File: src/rtl/uart_tx_if.sv
// Byte-in / serial-out handshake for the UART transmitter.
// The master drives the byte, the start strobe and the baud code; the slave returns the line and status.
interface uart_tx_if;
    logic [7:0] tx_data_i;
    logic       tx_start_i;
    logic [2:0] buad_set_i;
    logic       uart_tx_o;
    logic       tx_busy_o;
    logic       tx_done_o;

    modport master (
        output tx_data_i,
        output tx_start_i,
        output buad_set_i,
        input  uart_tx_o,
        input  tx_busy_o,
        input  tx_done_o
    );

    modport slave (
        input  tx_data_i,
        input  tx_start_i,
        input  buad_set_i,
        output uart_tx_o,
        output tx_busy_o,
        output tx_done_o
    );
endinterface

File: src/rtl/uart_tx.sv
// 8N1 UART transmitter with optional parity, 16 ticks per bit from a 50 MHz clock.
// Divider constants and baud-code mapping are shared with uart_rx so both ends use the same N.
module uart_tx #(
    parameter bit PARITY_EN  = 1'b0,
    parameter bit PARITY_ODD = 1'b0
) (
    input  logic      clk_i,
    input  logic      rst_n,
    uart_tx_if.slave  bus
);

    typedef enum logic [2:0] {
        S_IDLE,
        S_START,
        S_DATA,
        S_PARITY,
        S_STOP
    } state_t;

    state_t     state_q, state_d;
    logic [8:0] div_q, div_d;
    logic [8:0] tick_cnt_q, tick_cnt_d;
    logic [3:0] sub_cnt_q, sub_cnt_d;
    logic [2:0] bit_cnt_q, bit_cnt_d;
    logic [7:0] shift_q, shift_d;
    logic       parity_q, parity_d;
    logic       line_q, line_d;
    logic       busy_q, busy_d;
    logic       done_q, done_d;

    logic [8:0] div_sel;
    logic       tick;
    logic       bit_end;

    function automatic logic [8:0] div_for(input logic [2:0] code);
        case (code)
            3'd1:    return 9'd325;
            3'd2:    return 9'd162;
            3'd3:    return 9'd81;
            3'd4:    return 9'd54;
            default: return 9'd27;
        endcase
    endfunction

    always_comb begin
        div_sel    = div_for(bus.buad_set_i);
        tick       = (tick_cnt_q == 9'd0);
        bit_end    = tick && (sub_cnt_q == 4'd15);

        state_d    = state_q;
        div_d      = div_q;
        tick_cnt_d = tick_cnt_q;
        sub_cnt_d  = sub_cnt_q;
        bit_cnt_d  = bit_cnt_q;
        shift_d    = shift_q;
        parity_d   = parity_q;
        line_d     = line_q;
        busy_d     = busy_q;
        done_d     = 1'b0;

        // One tick every N clocks while a frame is running; a bit ends on the 16th tick.
        if (state_q != S_IDLE) begin
            if (tick) begin
                tick_cnt_d = div_q - 9'd1;
                sub_cnt_d  = sub_cnt_q + 4'd1;
            end else begin
                tick_cnt_d = tick_cnt_q - 9'd1;
            end
        end

        case (state_q)
            S_IDLE: begin
                tick_cnt_d = div_q - 9'd1;
                sub_cnt_d  = 4'd0;
                bit_cnt_d  = 3'd0;
                line_d     = 1'b1;
                busy_d     = 1'b0;
                if (bus.tx_start_i) begin
                    div_d      = div_sel;
                    tick_cnt_d = div_sel - 9'd1;
                    shift_d    = bus.tx_data_i;
                    parity_d   = PARITY_ODD ? ~(^bus.tx_data_i) : ^bus.tx_data_i;
                    line_d     = 1'b0;
                    busy_d     = 1'b1;
                    state_d    = S_START;
                end
            end
            S_START: begin
                if (bit_end) begin
                    line_d  = shift_q[0];
                    state_d = S_DATA;
                end
            end
            S_DATA: begin
                if (bit_end) begin
                    if (bit_cnt_q == 3'd7) begin
                        bit_cnt_d = 3'd0;
                        if (PARITY_EN) begin
                            line_d  = parity_q;
                            state_d = S_PARITY;
                        end else begin
                            line_d  = 1'b1;
                            state_d = S_STOP;
                        end
                    end else begin
                        bit_cnt_d = bit_cnt_q + 3'd1;
                        shift_d   = {1'b0, shift_q[7:1]};
                        line_d    = shift_q[1];
                    end
                end
            end
            S_PARITY: begin
                if (bit_end) begin
                    line_d  = 1'b1;
                    state_d = S_STOP;
                end
            end
            S_STOP: begin
                if (bit_end) begin
                    line_d  = 1'b1;
                    busy_d  = 1'b0;
                    done_d  = 1'b1;
                    state_d = S_IDLE;
                end
            end
            default: begin
                line_d  = 1'b1;
                busy_d  = 1'b0;
                state_d = S_IDLE;
            end
        endcase
    end

    always_ff @(posedge clk_i or negedge rst_n) begin
        if (!rst_n) begin
            state_q    <= S_IDLE;
            div_q      <= 9'd27;
            tick_cnt_q <= 9'd26;
            sub_cnt_q  <= 4'd0;
            bit_cnt_q  <= 3'd0;
            shift_q    <= 8'h00;
            parity_q   <= 1'b0;
            line_q     <= 1'b1;
            busy_q     <= 1'b0;
            done_q     <= 1'b0;
        end else begin
            state_q    <= state_d;
            div_q      <= div_d;
            tick_cnt_q <= tick_cnt_d;
            sub_cnt_q  <= sub_cnt_d;
            bit_cnt_q  <= bit_cnt_d;
            shift_q    <= shift_d;
            parity_q   <= parity_d;
            line_q     <= line_d;
            busy_q     <= busy_d;
            done_q     <= done_d;
        end
    end

    assign bus.uart_tx_o = line_q;
    assign bus.tx_busy_o = busy_q;
    assign bus.tx_done_o = done_q;

endmodule

File: src/flat_wrapper.sv
// flat-port wrapper written by rule: the top's interface ports become plain ports
module uart_tx_flat 
#(
    parameter bit PARITY_EN  = 1'b0,
    parameter bit PARITY_ODD = 1'b0
)
  (clk_i, rst_n, bus_tx_data_i, bus_tx_start_i, bus_buad_set_i, bus_uart_tx_o, bus_tx_busy_o, bus_tx_done_o);
  uart_tx_if bus_i ();
  input  logic clk_i;
  input  logic rst_n;
  input wire logic [$bits(bus_i.tx_data_i)-1:0] bus_tx_data_i;
  input wire logic [$bits(bus_i.tx_start_i)-1:0] bus_tx_start_i;
  input wire logic [$bits(bus_i.buad_set_i)-1:0] bus_buad_set_i;
  output wire logic [$bits(bus_i.uart_tx_o)-1:0] bus_uart_tx_o;
  output wire logic [$bits(bus_i.tx_busy_o)-1:0] bus_tx_busy_o;
  output wire logic [$bits(bus_i.tx_done_o)-1:0] bus_tx_done_o;
  assign bus_i.tx_data_i = bus_tx_data_i;
  assign bus_i.tx_start_i = bus_tx_start_i;
  assign bus_i.buad_set_i = bus_buad_set_i;
  assign bus_uart_tx_o = bus_i.uart_tx_o;
  assign bus_tx_busy_o = bus_i.tx_busy_o;
  assign bus_tx_done_o = bus_i.tx_done_o;
  uart_tx #(.PARITY_EN(PARITY_EN), .PARITY_ODD(PARITY_ODD)) u_core (.clk_i(clk_i), .rst_n(rst_n), .bus(bus_i));
endmodule
File: config.mk
export PLATFORM = sky130hd
export DESIGN_NAME = uart_tx_flat
export DESIGN_NICKNAME = d
export VERILOG_FILES = /design/src/rtl/uart_tx_if.sv /design/src/rtl/uart_tx.sv /design/src/flat_wrapper.sv
export SDC_FILE = /design/constraint.sdc
export NUM_CORES = 1
export LEC_CHECK = 0
export CAP_MARGIN = 20
export CORE_AREA = 2 2 60 73
export DETAILED_ROUTE_END_ITERATION = 7
export DIE_AREA = 0 0 62 75
export PLACE_DENSITY = 0.76
export SLEW_MARGIN = 20
export SYNTH_ARGS = -nofsm -noshare
export SYNTH_HDL_FRONTEND = slang
export SYNTH_SLANG_ARGS = --single-unit
File: constraint.sdc
create_clock -name clk_i -period 2.9 [get_ports clk_i]
set_input_delay 0.435 -clock clk_i [delete_from_list [all_inputs] [get_ports clk_i]]
set_output_delay 0.435 -clock clk_i [all_outputs]
set_load 0.02 [all_outputs]
Yosys cells after proc, flatten, opt, wreduce, memory -nomap -nowiden
Index checks and enable logic that the tools add are counted.
{"block": "totals", "elab_cells": 82, "out_inout_bits": 3, "register_bits": 39}
{"block": "classes", "n_addsub": 5, "bitwise_logic": 1, "reduce_logical": 16, "muxes": 33, "n_eq_ne": 18}
{"op": "$mux W9", "n": 4}
{"op": "$pmux W9 S4", "n": 1}
{"op": "$sub A9 B1 Y9 const B", "n": 3}
{"op": "$mux W3", "n": 8}
{"op": "$mux W8", "n": 3}
{"op": "$pmux W8 S2", "n": 1}
{"op": "$pmux W3 S5", "n": 1}
{"op": "$eq A3 B2 Y1 const B", "n": 4}
{"op": "$mux W4", "n": 3}
{"op": "$ne A2 B1 Y1 const B", "n": 6}
{"op": "$eq A3 B3 Y1 const B", "n": 3}
{"op": "$logic_not A9 Y1", "n": 1}
{"op": "$mux W1", "n": 9}
{"op": "$reduce_and A2 Y1", "n": 4}
{"op": "$eq A3 B1 Y1 const B", "n": 2}
{"op": "$pmux W3 S2", "n": 1}
{"op": "$reduce_and A6 Y1", "n": 1}
{"op": "$reduce_bool A2 Y1", "n": 3}
{"op": "$add A4 B1 Y4 const B", "n": 1}
{"op": "$eq A4 B4 Y1 const B", "n": 1}
{"op": "$ne A2 B2 Y1 const B", "n": 2}
{"op": "$pmux W1 S4", "n": 1}
{"op": "$reduce_and A4 Y1", "n": 1}
{"op": "$add A3 B1 Y3 const B", "n": 1}
{"op": "other kinds (8)", "n": 8}

Logic depth before layout (Yosys ltp)
{"block": "logic_depth", "ltp_word": 5, "ltp_mapped": 7, "mapped_depth_nobuf": 6}

Least setup slack after synthesis
Ideal clock, no wire load.
{"block": "synth_timing", "kind": "flip-flop to flip-flop", "from": "reg u_core.tick_cnt_q[0]", "to": "reg u_core.shift_q[6]", "synth_period_minus_slack_ps": 2116, "stages_incl_launch_ff": 8, "slack_ps": 784, "path_buffers": 1, "t_arrival_ps": 2051, "setup_time_ps": 65, "t_required_ps": 2835, "cell_sequence": "dfrtp_1 inv_1 ha_1 or3b_1 buf_6 or4_4 a21oi_4 o221a_2"}
{"block": "synth_via", "elab_chain_cells": 4}
{"item": "start: declaration", "line_no": "uart_tx.sv:22", "rtl": "logic [8:0] tick_cnt_q, tick_cnt_d;"}
{"item": "start signal: assignment", "line_no": "uart_tx.sv:149", "rtl": "tick_cnt_q <= tick_cnt_d;"}
{"item": "$logic_not A9 Y1", "line_no": "uart_tx.sv:47", "rtl": "tick = (tick_cnt_q == 9'd0);"}
{"item": "$logic_and A1 B1 Y1", "line_no": "uart_tx.sv:48", "rtl": "bit_end = tick && (sub_cnt_q == 4'd15);"}
{"item": "$ne A2 B1 Y1 (no line)"}
{"item": "$reduce_and A4 Y1 (no line)"}
{"item": "end signal: assignment", "line_no": "uart_tx.sv:152", "rtl": "shift_q <= shift_d;"}
{"item": "end: declaration", "line_no": "uart_tx.sv:25", "rtl": "logic [7:0] shift_q, shift_d;"}
No other way between the ends.
A chain may end at the register's enable or synchronous reset.

Worst setup path after layout
Ends and elaborated chain as after synthesis.

==> run_results.csv <==
group,metric,value,unit
outcome,status,"finished, final reports clean",
yosys,syn_avg_cell_area,10.2,um^2
setup_path,criticalPathCategory,"register to register",
setup_path,startpoint,"u_core.tick_cnt_q[0]$_DFF_PN0_",
detailed_routing,routed_wl,4040,um
global_route,grt_pass1_vias,1453,
detailed_routing,ant_nets,0,
floorplan,dieHeight,75,um
yosys,ys_types,48,
timing,finalSetupTns,0,ps
yosys,synth_fp_nets,224,
setup_path,path_buf_inv,1,
clock_network,cts_root_buf,"clkbuf_8",
clock_network,clk_latency,300,ps
finish,stdcell_area,0.00241,mm^2
detailed_routing,dr.pass1.iters,4,
detailed_routing,viasPerCell,5.58,
clock_network,cts_resized,0,
floorplan,pin_count,17,
placement,dpl.hpwl,2840,um
job,cap_violations,0,
global_route,track_usage,20.3,%
finish,regArea,986,um^2
setup_path,reg2reg_depth,6,
clock_network,htreeDepth,2,
global_route,gr-total-overflow,0,
floorplan,die_w,62,um
setup_path,r2r_start,"u_core.tick_cnt_q[0]$_DFF_PN0_",
timing,relSlewSlack,43.1,%
yosys,synth.area.top_cells,"dfrtp_1 37%, dfstp_2 10%, xnor2_1 5.9%",
finish,drive_gt1_share,16.2,%
timing,slew_viol_final,0,
detailed_routing,vias,1539,
setup_path,r2r_setup_slack,560,ps
detailed_routing,drt_first_iter_violations,32,
global_route,grt_max_degree,40,
timing,finalClockSkew,9.35,ps
timing,finalSetupViolCount,0,
finish,fillers,337,
setup_path,worstPathArrival,2570,ps
detailed_routing,routedWlPerCell,14.6,um
timing,hold_violations,0,
finish,final_cell_mix,"31 x dfrtp_1, 20 x nand2_1, 19 x nor2_1",
clock_network,cts_sinks,39,
clock_network,cts_inserted_buffers,5,
clock_network,clkTransAtPathRegs,80,ps
yosys,ys.flop_type,"dfrtp_1",
timing,period_share,80.6,%
setup_path,worstPathMaxFanout,11,
clock_network,cts_tree,"done",
yosys,yosysSeqAreaShare,47.0,%
yosys,async_reset_ff_share,100,%
clock_network,clockBufferDepth,2,
placement,globalplace.congestion,0.857,
setup_path,path_cells,"inv_1 > ha_1 > or3b_1 > or4_4 > a21oi_4 > o221a_2",
setup_path,end_kind,"register",
pwr,leakagePower,0.985,nW
yosys,yosys_warnings,0,
yosys,synth_cells,205,
detailed_routing,remaining_drc_errors,0,
timing,fin_hold_ws,244,ps
finish,final_common_cell,"dfrtp_1",
floorplan,initial_core_util,53.6,%
finish,n_antenna_cell,0,
floorplan,die_area,0.00465,mm^2
placement,dpl_cell_area,0.00230,mm^2
clock_network,cts_setup_buffers,0,
timing,min_period,2340,ps
placement,port_buffers,16,
clock_network,postCtsHoldBufs,0,
pwr,irDropWorstVdd,0.000373,V
global_route,antenna_found_initial,0,
yosys,ys_seq_elements,39,
setup_path,cp_top_family,"simple AND/OR/NAND/NOR gates",
worst_hold_path,hp-class,"primary input to asynchronous set/reset pin",
finish,syn2layout_area_growth,15.2,%
floorplan,core,0.00391,mm^2
yosys,netlist_area,0.00210,mm^2
setup_path,required,3140,ps
finish,multi_input_area,0.00104,mm^2
setup_path,startpoint_type,"register",
setup_path,crit-reg2reg-capture,"u_core.shift_q[6]$_DFFE_PN0P_",
floorplan,row_count,25,
timing,fmax,428,MHz
yosys,yosysTopAreaCell,"dfrtp_1",
timing,rsz0062_at_grt,"no",
finish,nNetsFinal,240,
global_route,grt_pass1_wl,6730,um
timing,worst_slew_pin_slew,853,ps
setup_path,crit_path_top_delay_cell,"or4_4",
pwr,power_density,752,mW/mm^2
yosys,yosysTopAreaCellShare,37.0,%
yosys,synth_edf_count,0,
setup_path,critPathMaxStageDelay,590,ps
[how the worst max path moves through the flow]
stage                                         end  slack, ps  cells past startpoint
floorplan           u_core.shift_q[6]$_DFFE_PN0P_        780                      7
global placement      u_core.div_q[0]$_DFFE_PN1P_        490                      4
detailed placement    u_core.div_q[0]$_DFFE_PN1P_        460                      4
CTS                 u_core.shift_q[6]$_DFFE_PN0P_        550                      6
global route        u_core.shift_q[6]$_DFFE_PN0P_        420                      6
finish              u_core.shift_q[6]$_DFFE_PN0P_        560                      6
[synthesized netlist by cell type, types with 2 or more instances]
cell,instances
mux2i_1,2
dfstp_2,8
a22oi_1,2
inv_1,6
o221ai_1,6
xor2_1,4
or3_1,4
xnor2_1,14
nor4b_1,2
nor4_1,4
o21ai_0,6
o211ai_1,2
ha_1,5
clkbuf_1,8
dfrtp_1,31
nor2_1,19
a32o_1,3
o221a_2,7
nand3_1,4
buf_6,2
nor3_1,8
nand2b_1,7
or4_1,2
o22ai_1,3
nand2_1,20
a21oi_1,4
[routing by layer]
metal | GRT usage (%) | up-vias | part of all wire (%)
li1 | - | 780 | -
met3 | 4.12 | 4 | 2.2
met1 | 26.8 | 733 | 48
met5 | 0 | - | 0
met4 | 9.93 | 0 | 1.5
met2 | 31.5 | 22 | 49
[power by group]
| group | internal (mW) | leakage (nW) | switching [mW] |
|---|---|---|---|
| sequential | 0.712 | 0.475 | 0.126 |
| clock | 0.279 | 0.0612 | 0.200 |
| combinational | 0.252 | 0.449 | 0.248 |
| total | 1.24 | 0.985 | 0.574 |
[cells by family (layout without fill, tap and decap cells)]
group / Yosys count / in the layout / share of synthesized area [%]
AOI/OAI and AO/OA: 42 / 42 / 16.2
and+or+nand+nor: 81 / 81 / 20.9
muxes: 3 / 3 / 1.49
DFF: 39 / 39 / 47.0
adders and majority gates: 5 / 5 / 2.99
xor gates and xnor gates: 18 / 18 / 7.52
buffers and inverters: 17 / 34 / 3.82
[stage by stage]
stage / utilization [%] / power, mW / instances / setup WS (ps)
3_5_place_dp: 58.8 / 1.35 / 268 / 460
4_1_cts: 61.8 / 1.83 / 276 / 549
5_1_grt: 61.8 / 1.93 / 276 / 424
3_3_place_gp: 58.8 / 1.34 / 268 / 494
2_1_floorplan: - / 1.23 / 205 / 784
6_report: 61.8 / 1.82 / 276 / 564
[area by class of cell]
| cell class | instances | area share, % |
|---|---|---|
| timing repair buffer | 20 | 7.67 |
| sequential | 39 | 40.8 |
| tap | 54 | 2.80 |
| clock buffer | 6 | 3.42 |
| clock inverter | 2 | 1.45 |
| inverter | 6 | 0.933 |
| multi-input combinational | 149 | 42.9 |
[state kept, by name, indices dropped and copies added (netlist names)]
| register | count |
|---|---|
| u_core.bit_cnt_q | 3 |
| u_core.bus.tx_busy_o | 1 |
| u_core.bus.tx_done_o | 1 |
| u_core.bus.uart_tx_o | 1 |
| u_core.div_q | 9 |
| u_core.shift_q | 8 |
| u_core.state_q | 3 |
| u_core.sub_cnt_q | 4 |
| u_core.tick_cnt_q | 9 |
(Power assumes the default switching activity.)
